$ cat config.mk
export PLATFORM = sky130hd
export DESIGN_NAME = ee201_gcd_dispatcher
export DESIGN_NICKNAME = d
export VERILOG_FILES = /design/src/rtl/ee201_gcd_dispatcher.sv
export SDC_FILE = /design/constraint.sdc
export NUM_CORES = 1
export LEC_CHECK = 0
export ABC_AREA = 1
export CORE_ASPECT_RATIO = 1.2
export CORE_MARGIN = 1.5
export CORE_UTILIZATION = 50
export CTS_BUF_LIST = sky130_fd_sc_hd__clkbuf_4
export DETAILED_ROUTE_END_ITERATION = 8
export PLACE_DENSITY = 0.8
export SYNTH_ARGS = -nofsm -noshare
export SYNTH_HDL_FRONTEND = slang
export SYNTH_SLANG_ARGS = --single-unit
$ cat constraint.sdc
create_clock -name Clk -period 1.9 [get_ports Clk]
set_input_delay 0.38 -clock Clk [delete_from_list [all_inputs] [get_ports Clk]]
set_output_delay 0.38 -clock Clk [all_outputs]
set_load 0.01 [all_outputs]
$ cat src/rtl/ee201_gcd_dispatcher.sv
// ee201_gcd_dispatcher: queues operand pairs and feeds them to an EE201 GCD core.
// Define ZERO_BYPASS_EN to resolve zero-operand pairs locally, skipping the core.
module ee201_gcd_dispatcher #(
  parameter int FIFO_DEPTH = 4
) (
  input  logic       Clk,
  input  logic       Reset_n,
  input  logic       CEN,
  input  logic       In_valid,
  output logic       In_ready,
  input  logic [7:0] In_A,
  input  logic [7:0] In_B,
  output logic [7:0] Ain,
  output logic [7:0] Bin,
  output logic       Start,
  output logic       Ack,
  input  logic       q_Done,
  input  logic [7:0] AB_GCD,
  output logic       Out_valid,
  input  logic       Out_ready,
  output logic [7:0] Out_A,
  output logic [7:0] Out_B,
  output logic [7:0] Out_GCD,
  output logic       Busy,
  output logic [7:0] Job_count
);

  localparam int AW = (FIFO_DEPTH > 2) ? $clog2(FIFO_DEPTH) : 1;
  localparam logic [AW:0] FULL_CNT = (AW+1)'(FIFO_DEPTH);

  typedef enum logic [1:0] {
    D_IDLE,
    D_START,
    D_WAIT,
    D_ACK
  } state_t;

  state_t state;
  state_t state_nxt;

  logic [15:0]   fifo_mem [FIFO_DEPTH];
  logic [AW-1:0] wr_ptr;
  logic [AW-1:0] rd_ptr;
  logic [AW:0]   fifo_cnt;
  logic          fifo_empty;
  logic          push;
  logic          pop;
  logic [7:0]    head_a;
  logic [7:0]    head_b;
  logic          head_zero;
  logic          slot_free;
  logic          load_ops;
  logic          capture_core;
  logic          capture_zero;
  logic          capture;
  logic [7:0]    cap_a;
  logic [7:0]    cap_b;
  logic [7:0]    cap_gcd;

  assign fifo_empty = (fifo_cnt == '0);
  assign In_ready   = (fifo_cnt != FULL_CNT);
  assign push       = In_valid & In_ready & CEN;
  assign {head_a, head_b} = fifo_mem[rd_ptr];

  // Result slot can take a new record if empty or draining this edge.
  assign slot_free = ~Out_valid | Out_ready;

`ifdef ZERO_BYPASS_EN
  assign head_zero = (head_a == 8'd0) | (head_b == 8'd0);
`else
  assign head_zero = 1'b0;
`endif

  assign capture = capture_core | capture_zero;
  assign cap_a   = capture_zero ? head_a : Ain;
  assign cap_b   = capture_zero ? head_b : Bin;

  // A zero operand makes the other operand the GCD; (0,0) yields 0.
  always_comb begin
    cap_gcd = AB_GCD;
    if (capture_zero) begin
      cap_gcd = (head_a == 8'd0) ? head_b : head_a;
    end
  end

  assign Busy = (state != D_IDLE);

  // Storage write; only the pointers and count need reset.
  always_ff @(posedge Clk) begin
    if (Reset_n && push) begin
      fifo_mem[wr_ptr] <= {In_A, In_B};
    end
  end

  // FIFO pointers and occupancy; pop sees the pre-edge count.
  always_ff @(posedge Clk) begin
    if (!Reset_n) begin
      wr_ptr   <= '0;
      rd_ptr   <= '0;
      fifo_cnt <= '0;
    end else if (CEN) begin
      if (push) begin
        wr_ptr <= wr_ptr + 1'b1;
      end
      if (pop) begin
        rd_ptr <= rd_ptr + 1'b1;
      end
      unique case ({push, pop})
        2'b10:   fifo_cnt <= fifo_cnt + 1'b1;
        2'b01:   fifo_cnt <= fifo_cnt - 1'b1;
        default: fifo_cnt <= fifo_cnt;
      endcase
    end
  end

  // Dispatcher state register.
  always_ff @(posedge Clk) begin
    if (!Reset_n) begin
      state <= D_IDLE;
    end else if (CEN) begin
      state <= state_nxt;
    end
  end

  // Next state, pop/capture strobes and Moore handshake outputs.
  always_comb begin
    state_nxt    = state;
    pop          = 1'b0;
    load_ops     = 1'b0;
    capture_core = 1'b0;
    capture_zero = 1'b0;
    Start        = 1'b0;
    Ack          = 1'b0;
    unique case (state)
      D_IDLE: begin
        if (!fifo_empty) begin
          if (head_zero) begin
            if (slot_free) begin
              pop          = 1'b1;
              capture_zero = 1'b1;
            end
          end else begin
            pop       = 1'b1;
            load_ops  = 1'b1;
            state_nxt = D_START;
          end
        end
      end
      D_START: begin
        Start     = 1'b1;
        state_nxt = D_WAIT;
      end
      D_WAIT: begin
        if (q_Done && slot_free) begin
          capture_core = 1'b1;
          state_nxt    = D_ACK;
        end
      end
      D_ACK: begin
        Ack       = 1'b1;
        state_nxt = D_IDLE;
      end
      default: state_nxt = D_IDLE;
    endcase
  end

  // Operands to the core, held from D_START until D_ACK is left.
  always_ff @(posedge Clk) begin
    if (!Reset_n) begin
      Ain <= '0;
      Bin <= '0;
    end else if (CEN && load_ops) begin
      Ain <= head_a;
      Bin <= head_b;
    end
  end

  // Result record, valid flag and job counter.
  always_ff @(posedge Clk) begin
    if (!Reset_n) begin
      Out_valid <= 1'b0;
      Out_A     <= '0;
      Out_B     <= '0;
      Out_GCD   <= '0;
      Job_count <= '0;
    end else if (CEN) begin
      if (capture) begin
        Out_valid <= 1'b1;
        Out_A     <= cap_a;
        Out_B     <= cap_b;
        Out_GCD   <= cap_gcd;
        Job_count <= Job_count + 8'd1;
      end else if (Out_valid && Out_ready) begin
        Out_valid <= 1'b0;
      end
    end
  end

endmodule

# Word-level counts from Yosys, hierarchy flattened
# Memories as Yosys holds them, arrays and structs flattened. A register that Yosys moved wholly into a read port is not among the register bits.
# Cells that the tools add are included.
[classes]
addsub = 5
mul = 0
div = 0
n_lt_le_gt_ge = 0
eq_ne = 8
shift = 0
mux = 14
n_bitwise = 4
n_reduce_logical = 16
[ops]
columns = ["cell", "n"]
rows = [
  ["$mux W1", 10],
  ["$reduce_and A2 Y1", 5],
  ["$add A8 B1 Y8 const B", 1],
  ["$pmux W2 S4", 1],
  ["$eq A2 B2 Y1 const B", 3],
  ["$pmux W3 S2", 1],
  ["$reduce_bool A2 Y1", 3],
  ["$add A2 B1 Y2 const B", 2],
  ["$eq A2 B1 Y1 const B", 2],
  ["$logic_and A1 B1 Y1", 4],
  ["$mux W2", 2],
  ["$ne A2 B2 Y1 const B", 2],
  ["$add A3 B1 Y3 const B", 1],
  ["$logic_not A3 Y1", 1],
  ["$ne A3 B3 Y1 const B", 1],
  ["$reduce_and A3 Y1", 1],
  ["$sub A3 B1 Y3 const B", 1],
  ["$and A1 B1 Y1", 2],
  ["$logic_not A2 Y1", 1],
  ["$logic_not A1 Y1", 1],
  ["$not A1 Y1", 1],
  ["$or A1 B1 Y1", 1],
]
[totals]
regBits = 42
latchBits = 0
mem_bits_rw = 64
mem_bits_ro = 0
inputBits = 30
output_inout_bits = 53
wordCells = 57
mem_count = 1
[memory_table]
columns = ["memory", "depth", "width", "read_ports", "rd_ports_with_merged_regs", "write_ports", "line_no", "source"]
rows = [
  ["fifo_mem", 4, 16, 1, 1, 1, "41", "logic [15:0] fifo_mem [FIFO_DEPTH];"],
]

# Longest topological paths before layout
# Gate-level depths: netlist of run 1.
[depth]
ltp_word = 7
mapped_depth = 12
depth_no_buf = 12

# Least setup slack after synthesis of run 1
# Ideal clock, no wire load.
[synth_path]
kind = "reg2reg"
startpoint = "reg state[0]"
endpoint = "reg fifo_cnt[2]"
setup_ns = 0.120
arrival_ns = 1.849
required_time_ns = 1.780
setup_slack_ns = -0.069
path_stages_with_launch = 12
path_buffers = 0
synth_period_minus_slack_ns = 1.969
path_cell_list = "dfxtp_1 -> inv_1 -> ha_1 -> inv_1 -> a21oi_1 -> ha_1 -> inv_1 -> fa_1 -> nand2_1 -> nand3_1 -> o21ai_1 -> a21oi_1"
[synth_between]
elab_chain_cells = 5
word_cells_on_any_way = 7
classes_between = "eq/ne (2); mux (2); reduce/logical (3)"
[synth_rtl]
columns = ["item", "line_no", "source"]
rows = [
  ["from (decl)", "38", "state_t state;"],
  ["from (signal assigned)", "121", "state <= state_nxt;"],
  ["$logic_not A2 Y1 (*)", "134", "unique case (state)"],
  ["$mux W1 (*)", "134", ""],
  ["$eq A2 B1 Y1 or $eq A2 B2 Y1 (tied branches)", "108", "unique case ({push, pop})"],
  ["$reduce_bool A2 Y1 (no line)", "--", ""],
  ["$reduce_and A2 Y1 (no line)", "--", ""],
  ["to (signal assigned)", "109", "2'b10: fifo_cnt <= fifo_cnt + 1'b1;"],
  ["to (signal assigned)", "110", "2'b01: fifo_cnt <= fifo_cnt - 1'b1;"],
  ["to (signal assigned)", "111", "default: fifo_cnt <= fifo_cnt;"],
  ["to (decl)", "44", "logic [AW:0] fifo_cnt;"],
]
# Every way passes the cells marked *; elsewhere a longest branch is shown, timed or not.
# A chain may end at the register's enable or synchronous reset.

# Worst setup path in the final report of run 1
[layout_path]
startpoint = "reg state[1]"
endpoint = "reg fifo_cnt[2]"
# Same word-level chain as after synthesis.

==> summary.md, run 1 <==
| Metric | Value |
|---|---|
| Clock Root Buffer | sky130_fd_sc_hd__clkbuf_4 |
| Clock slew at the register clock pins of the worst setup and hold paths | 0.11 ns |
| Post-Synthesis Mean Instance Area | around 9 sq um |
| Maximum clock path buffer count | 2 |
| Most numerous cell on the critical path | sky130_fd_sc_hd__inv_2 |
| Worst stage delay on the critical path | between 0.3 and 0.4 ns |
| Sequential cell area fraction in the yosys report | 0.611 |
| Setup tns final | -0.0311 ns |
| Clock latency of the later-clocked register in the worst-skew pair | 0.53 ns |
| Count of input and output buffers | 82 |
| Destination of the worst register-to-register timing path | fifo_cnt[2]$_SDFFE_PN0P_ |
| Critical path data required time | 2.31 ns |
| Final setup violation count | 1 |
| Final setup skew | approximately 0.019 ns |
| Terminating pin of the worst hold path | Out_GCD[3]$_SDFFE_PN0P_ |
| Via count of the first global-routing pass | 3660 |
| Final worst setup slack | -0.0311 ns |
| Number of synthesized register bits | 122 |
| Top layer reached by signal wires | met4 |
| Worst-case reg-to-reg path depth | 11 |
| Max Clk Rate | 518 MHz |
| Amount of wire on met3 after detailed routing | 590 um |
| Count of H-tree levels built during CTS | 4 |
| Worst hold path class | in -> reg |
| TritonCTS clock tree | built |
| Post-DP HPWL | 6680 um |
| Combined buffer and inverter count along the critical path | 3 |
| Largest area contributor in the synthesized netlist | sky130_fd_sc_hd__edfxtp_1 |
| Max transition margin | 0.646 |
| Overall track demand over capacity in global routing | 0.201 |
| Initial antenna violation count | 0 |
| Count of mapped cells out of synthesis | 547 |
| Area of the die | roughly 11000 sq um |
| Width of the die | around 95 um |
| CORE AREA | ~10000 sq um |
| Share of the core filled with cells | 0.645 |
| Fill cell count | 784 |
| Area share of the largest cell type after synthesis | 0.381 |
| Starting utilization of the core area | 0.510 |
| Dominant cells by area after synthesis | sky130_fd_sc_hd__edfxtp_1 38%, sky130_fd_sc_hd__dfxtp_1 23%, sky130_fd_sc_hd__nor2_1 13% |
| Antenna diode count | 0 |
| Signed area change from the synthesized netlist to the final layout | 26.6% |
| Element type at the critical path start | flip-flop |
| Fraction of final layout cells sized beyond drive strength 1 | 0.128 |
| Number of warning messages in the yosys log | 0 |
| Total power density per cell area | 1120 nW/um^2 |
| Worst Max-Slew Pin Slew | 0.530 ns |
| DRC Markers | 0 |
| Number of instances on the worst hold path | 3 |
| Total number of placement rows | 40 |
| Kind of end point of the critical path | flip-flop |
| Overall overflow remaining after global route | 0 |
| Final hold viol count | 0 |
| NumNets Final | 683 |
| Cell variety after synth | 27 |
| Violated checks | negative setup slack |
| Drt initial violations | between 150 and 200 |
| Hold-fix buffers at CTS | 0 |
| Via count | 3798 |
| Run status | complete, but fails checks |
| GP Congestion | 0.873 |
| LEAKAGE | 2.85 nW |
| Kind of cell with the highest combined delay on the critical path | adder cells |
| Fin. max-slew vios | 0 |
| Inserted Clock Buffers | 17 |
| Hold wc startpoint | AB_GCD[3] |
| # clock sinks | 122 |
| Met1 layer wirelength in the final routing | 4270 um |
| Period utilisation layout | 1.02 |
| Height of the chip | 113 um |
| Origin of the critical flop-to-flop path | state[1]$_SDFFE_PN0P_ |
| IR drop worst, VDD | 0.000406 V |
| DRT Pass-1 Iters | 4 |
| # IOs | 83 |
| Cell Count, Final, Fillers Out | slightly below 800 |
| Highest-count cells in the layout ignoring fill and taps | 174 x sky130_fd_sc_hd__nor2_1, 74 x sky130_fd_sc_hd__nand2_1, 64 x sky130_fd_sc_hd__edfxtp_1, 59 x sky130_fd_sc_hd__clkdlybuf4s50_1, 56 x sky130_fd_sc_hd__o21ai_1 |
| Worst path arrival time | 2.34 ns |
| Min Clock Period, post-route | between 1.5 and 2 ns |
| Detailed-routed wire length on met2 | 5220 um |
| Critical path class | reg -> reg |
| Max_cap viols | 0 |
| Worst Path Max Fanout | 3 |
| Number of instances in the placed design | 746 |
| Wire length per cell after detailed routing | 13.2 um |
| Mapped Area | 5050 sq um |
| Sequence of cells on the critical path | inv_2, ha_4, inv_2, a21oi_4, ha_2, inv_1, fa_2, nand2_1, nand3_1, o21ai_1, a21oi_1 |
| Most common library cell in the layout ignoring fill and taps | sky130_fd_sc_hd__nor2_1 |
| Number of nets still failing antenna checks after routing | 0 |
| Synthesized Nets | ~590 |
| Wire length of the first global-routing pass | 16200 um |
| Setup slack of the worst register-to-register path | -0.03 ns |
| Number of vias per cell after detailed routing | 4.87 |
| Slowest-stage cell, CP | sky130_fd_sc_hd__fa_2 |
| Largest net degree at the start of global routing | 55 |
| Aggregate routed wire length | 10300 um |
[synthesized netlist by cell type]
library cell,count
sky130_fd_sc_hd__nand2_1,75
sky130_fd_sc_hd__nor2_2,2
sky130_fd_sc_hd__nand4_1,4
sky130_fd_sc_hd__nand3b_1,1
sky130_fd_sc_hd__a21oi_1,12
sky130_fd_sc_hd__o21ai_0,6
sky130_fd_sc_hd__a21oi_2,1
sky130_fd_sc_hd__edfxtp_1,64
sky130_fd_sc_hd__buf_2,5
sky130_fd_sc_hd__nor2_1,174
sky130_fd_sc_hd__clkbuf_2,2
sky130_fd_sc_hd__ha_1,11
sky130_fd_sc_hd__clkbuf_1,4
sky130_fd_sc_hd__nor2_8,1
sky130_fd_sc_hd__o21ai_1,56
sky130_fd_sc_hd__dfxtp_1,58
sky130_fd_sc_hd__nand4_2,1
sky130_fd_sc_hd__buf_6,5
sky130_fd_sc_hd__inv_1,37
sky130_fd_sc_hd__fa_1,1
sky130_fd_sc_hd__nand3_1,9
sky130_fd_sc_hd__inv_2,3
sky130_fd_sc_hd__nand3_4,1
sky130_fd_sc_hd__nand2_2,3
sky130_fd_sc_hd__buf_1,1
sky130_fd_sc_hd__xor2_1,1
sky130_fd_sc_hd__buf_4,9
[metal layers]
| metal | up-vias | global-route usage |
|---|---|---|
| met1 | 1711 | 0.225 |
| li1 | 1958 | - |
| met3 | 15 | 0.0598 |
| met4 | 0 | 0.101 |
| met2 | 114 | 0.341 |
| met5 | - | 0 |
[power breakdown]
| part | switching [mW] | internal (mW) |
|---|---|---|
| combinational | 1.28 | 1.02 |
| clock | 0.917 | 0.638 |
| sequential | 0.215 | 3.06 |
[what timing repair did]
action                                 4_1_cts  5_1_grt
endpoints found under the hold margin        0        0
setup endpoints to repair                   13       23
pin swaps                                    4        2
gates resized for setup                     22       27
buffers inserted                             1        1
[per-stage QoR]
stage,hold WS (ns),worst slack (ns),total power [mW],cell area [sq um]
floorplan,0.474,0.0155,4.70,5060
global placement,0.476,-0.114,5.43,6050
detailed placement,0.486,-0.201,5.53,6050
CTS,0.384,0.00340,7.13,6330
global route,0.389,-0.0608,7.57,6390
finish,0.438,-0.0311,7.13,6390
[cell type report]
class / instances / area (sq um) / area share
tap: 126 / 158 / 0.0247
timing repair buffer: 101 / 1060 / 0.167
clock inverter: 14 / 108 / 0.0168
multi-input combinational: 359 / 1680 / 0.262
inverter: 40 / 150 / 0.0235
clock buffer: 18 / 135 / 0.0211
sequential: 122 / 3100 / 0.485
[worst max-delay path by stage]
stage                                    from                  endpoint  slack, ns  depth (start not counted)
floorplan               state[0]$_SDFFE_PN0P_  fifo_cnt[2]$_SDFFE_PN0P_       0.02                         11
global placement                          CEN  fifo_cnt[2]$_SDFFE_PN0P_      -0.11                          9
detailed placement                        CEN  fifo_cnt[2]$_SDFFE_PN0P_      -0.20                          9
CTS                 Job_count[4]$_SDFFE_PN0P_              Job_count[4]      0.003                          1
global route            state[1]$_SDFFE_PN0P_  fifo_cnt[2]$_SDFFE_PN0P_      -0.06                         12
finish                  state[1]$_SDFFE_PN0P_  fifo_cnt[2]$_SDFFE_PN0P_      -0.03                         11
[flip-flops by register name, summed over array words and instances (netlist names)]
register	count
fifo_mem	64
Ain	8
Bin	8
Job_count	8
Out_A	8
Out_B	8
Out_GCD	8
fifo_cnt	3
rd_ptr	2
state	2
wr_ptr	2
Out_valid	1
[kinds of logic (layout without fill, tap and decap cells)]
kind of cell / count (synthesis) / after routing / share of synthesized area
adders and majority gates: 12 / 12 / 0.0312
xor gates and xnor gates: 1 / 1 / 0.00173
and+or+nand+nor: 271 / 271 / 0.217
DFF: 122 / 122 / 0.611
buffers and inverters: 66 / 173 / 0.0649
AOI/OAI and AO/OA: 75 / 75 / 0.0751
[worst min-delay path, cell delays in order]
cell and delay (ns):
sky130_fd_sc_hd__clkdlybuf4s50_1 0.40, sky130_fd_sc_hd__nor2_1 0.10, sky130_fd_sc_hd__nor2_1 0.05
(Power assumes the default switching activity.)
==> run 2: changes to the inputs <==
- CORE_ASPECT_RATIO: 1.2 -> not set
==> run 2 against run 1 <==
Compared with the run above: the flow now finishes without violations; maximum frequency grew 4.0%; sequential share of layout area shrank 0.42 points; flip-flop and latch count is the same; register-to-register slack gained 0.07 ns; critical endpoint unchanged; largest cell class unchanged.
==> summary.md, run 2 (synthesized netlist as in run 1, its figures left out) <==
| Metric | Value |
|---|---|
| Max_cap viols | 0 (unchanged) |
| Total power density per cell area | 1120 nW/um^2 (about the same) |
| Via count | 3925 (was 3798) |
| Max transition margin | 0.655 (was 0.646) |
| Maximum clock path buffer count | 2 (unchanged) |
| Clock Root Buffer | sky130_fd_sc_hd__clkbuf_4 (unchanged) |
| Share of the core filled with cells | 0.659 (was 0.645) |
| Worst Max-Slew Pin Slew | 0.516 ns (was 0.530 ns) |
| Reg with most FFs | fifo_mem (unchanged) |
| IR drop worst, VDD | 0.000484 V (was 0.000406 V) |
| Layer carrying the most global-route usage | met2 (unchanged) |
| LEAKAGE | 2.76 nW (was 2.85 nW) |
| Worst Path Max Fanout | 3 (unchanged) |
| Max Clk Rate | 539 MHz (was 518 MHz) |
| Kind of cell with the highest combined delay on the critical path | adder cells (unchanged) |
| Fraction of final layout cells sized beyond drive strength 1 | 0.144 (was 0.128) |
| Slowest-stage cell, CP | sky130_fd_sc_hd__fa_2 (unchanged) |
| Final hold viol count | 0 (unchanged) |
| Element type at the critical path start | flip-flop (unchanged) |
| Antenna diode count | 0 (unchanged) |
| Final worst setup slack | 0.0432 ns (was -0.0311 ns) |
| GP Congestion | 0.881 (was 0.873) |
| Most numerous cell on the critical path | sky130_fd_sc_hd__inv_2 (unchanged) |
| Wire length of the first global-routing pass | 17000 um (was 16200 um) |
| Routing usage on met1 | 0.262 (was 0.225) |
| Drt initial violations | 143 (was 197) |
| Fill cell count | 783 (was 784) |
| NumNets Final | 696 (was 683) |
| Fin. max-slew vios | 0 (unchanged) |
| # IOs | 83 (unchanged) |
| Via count of the first global-routing pass | 3634 (was 3660) |
| Critical path data required time | 2.30 ns (was 2.31 ns) |
| Number of flip-flops in the largest register | 64 (unchanged) |
| Post-DP HPWL | 7440 um (was 6680 um) |
| CORE AREA | 9770 sq um (was 9910 sq um) |
| Count of H-tree levels built during CTS | 4 (unchanged) |
| Kind of end point of the critical path | flip-flop (unchanged) |
| Highest-count cells in the layout ignoring fill and taps | 174 x sky130_fd_sc_hd__nor2_1, 75 x sky130_fd_sc_hd__nand2_1, 68 x sky130_fd_sc_hd__clkdlybuf4s50_1, 64 x sky130_fd_sc_hd__edfxtp_1, 56 x sky130_fd_sc_hd__o21ai_1 (was 174 x sky130_fd_sc_hd__nor2_1, 74 x sky130_fd_sc_hd__nand2_1, 64 x sky130_fd_sc_hd__edfxtp_1, 59 x sky130_fd_sc_hd__clkdlybuf4s50_1, 56 x sky130_fd_sc_hd__o21ai_1) |
| Width of the die | 103 um (was 94.7 um) |
| Inserted Clock Buffers | 17 (unchanged) |
| Sequential share of power | 0.450 (was 0.459) |
| Worst stage delay on the critical path | 0.37 ns (was 0.35 ns) |
| Initial antenna violation count | 0 (unchanged) |
| DRC Markers | 0 (unchanged) |
| Combined buffer and inverter count along the critical path | 3 (unchanged) |
| Final setup skew | 0.0125 ns (was 0.0194 ns) |
| Overall track demand over capacity in global routing | 0.209 (was 0.201) |
| Final setup violation count | 0 (was 1) |
| Sequence of cells on the critical path | inv_2, ha_4, inv_2, a21oi_2, ha_2, inv_2, fa_2, nand2_1, nand3_2, o21ai_1, a21oi_1 (was inv_2, ha_4, inv_2, a21oi_4, ha_2, inv_1, fa_2, nand2_1, nand3_1, o21ai_1, a21oi_1) |
| Area of the die | 10700 sq um (about the same) |
| Cell Count, Final, Fillers Out | 799 (was 780) |
| Count of input and output buffers | 82 (unchanged) |
| Met3 Resource Use GR | 0.0632 (was 0.0598) |
| Internal power | 4.71 mW (was 4.72 mW) |
| Signed area change from the synthesized netlist to the final layout | 27.6% (was 26.6%) |
| Setup tns final | 0 ns (was -0.0311 ns) |
| Critical path class | reg -> reg (unchanged) |
| Wire length per cell after detailed routing | 13.4 um (was 13.2 um) |
| Run status | completed (was complete, but fails checks) |
| Combinational Power Share | 0.343 (was 0.323) |
| Aggregate routed wire length | 10700 um (was 10300 um) |
| Min Clock Period, post-route | 1.86 ns (was 1.93 ns) |
| Number of nets still failing antenna checks after routing | 0 (unchanged) |
| Overall overflow remaining after global route | 0 (unchanged) |
| Clock slew at the register clock pins of the worst setup and hold paths | 0.11 ns (about the same) |
| Minimum setup slack after placement | -0.199 ns (was -0.201 ns) |
| DRT Pass-1 Iters | 5 (was 4) |
| Period utilisation layout | 0.977 (was 1.02) |
| Total number of placement rows | 36 (was 40) |
| Worst hold path class | in -> reg (unchanged) |
| Part of the total power dissipated in the clock network | 0.207 (was 0.218) |
| TritonCTS clock tree | built (unchanged) |
| P_sw | 2.51 mW (was 2.41 mW) |
| Clock latency of the later-clocked register in the worst-skew pair | 0.51 ns (was 0.53 ns) |
| Number of instances in the placed design | 762 (was 746) |
| Global Route met2 Usage | 0.357 (was 0.341) |
| Largest net degree at the start of global routing | 55 (unchanged) |
| Number of vias per cell after detailed routing | 4.91 (was 4.87) |
| # clock sinks | 122 (unchanged) |
| Starting utilization of the core area | 0.517 (was 0.510) |
| Height of the chip | 103 um (was 113 um) |
| Switching Fraction | 0.347 (was 0.338) |
| Most common library cell in the layout ignoring fill and taps | sky130_fd_sc_hd__nor2_1 (unchanged) |
| Worst path arrival time | 2.25 ns (was 2.34 ns) |
## run 2: cell types whose count changed in the layout (fill, tap and decap cells not counted), sizes merged
cell,delta
bufinv,-1
clkdlybuf4s15,+1
clkdlybuf4s50,+9
clkinvlp,+1
dlymetal6s2s,-7
dlygate4sd2,-2
inv,+2
clkinv,-2
clkbuf,-2
buf,+13
## run 2: worst register-to-register path, delay by kind of cell (launching register included)
kind / cells / cell delay (ns)
AND/OR/NAND/NOR: 2 / 0.17
buffers and inverters: 3 / 0.17
flip-flops: 1 / 0.34
adder cells (fa/ha/maj): 3 / 0.72
AO/OA/AOI/OAI: 3 / 0.33
## run 2: routing by layer
metal	vias to the layer above	wire length [um]
met5	-	0
met2	118	5270
met4	0	70
met3	7	723
li1	1978	-
met1	1822	4650
## run 2: power groups by stage
stage / clock network, mW / registers (mW) / logic, mW
2_1_floorplan: 0 / 3.34 / 1.36
3_3_place_gp: 0 / 3.27 / 2.25
3_5_place_dp: 0 / 3.28 / 2.33
4_1_cts: 1.52 / 3.24 / 2.37
5_1_grt: 1.64 / 3.28 / 2.77
6_report: 1.50 / 3.25 / 2.48
## run 2: area by class of cell
class | count | area [sq um] | area share
Timing Repair Buffer | 114 | 1130 | 0.175
Clock inverter | 14 | 103 | 0.0159
Clock buffer | 17 | 128 | 0.0198
Tap cell | 133 | 166 | 0.0258
Inverter | 40 | 150 | 0.0233
Multi-Input combinational cell | 359 | 1670 | 0.259
Sequential cell | 122 | 3100 | 0.481
## run 2: timing repair
| item | 4_1_cts | 5_1_grt |
|---|---|---|
| pin swaps | 1 | 2 |
| gates cloned | 0 | 0 |
| gates resized for setup | 13 | 25 |
| setup buffers | 2 | 4 |
| setup endpoints to repair | 8 | 17 |
| hold buffers | 0 | 0 |
## run 2: worst paths after layout
path,startpoint,endpoint,slack [ns],cells after the start
hold reg to reg,Out_valid$_SDFFE_PN0P_,Out_valid$_SDFFE_PN0P_,0.51,2
setup / recovery,state[0]$_SDFFE_PN0P_,fifo_cnt[2]$_SDFFE_PN0P_,0.04,11
hold / removal,AB_GCD[2],Out_GCD[2]$_SDFFE_PN0P_,0.45,3
setup reg to reg,state[0]$_SDFFE_PN0P_,fifo_cnt[2]$_SDFFE_PN0P_,0.04,11
## run 2: per-stage QoR
stage,hold slack (ns),area [sq um],power (mW)
6_report,0.450,6440,7.22
5_1_grt,0.411,6440,7.68
4_1_cts,0.421,6360,7.13
3_5_place_dp,0.483,6110,5.61
3_3_place_gp,0.475,6110,5.52
2_1_floorplan,0.474,5060,4.70
==> run 3: changes to the inputs <==
- CAP_MARGIN: not set -> 20
==> results of run 3 <==
No change in the layout: final DEF, timing and power equal those of run 2.
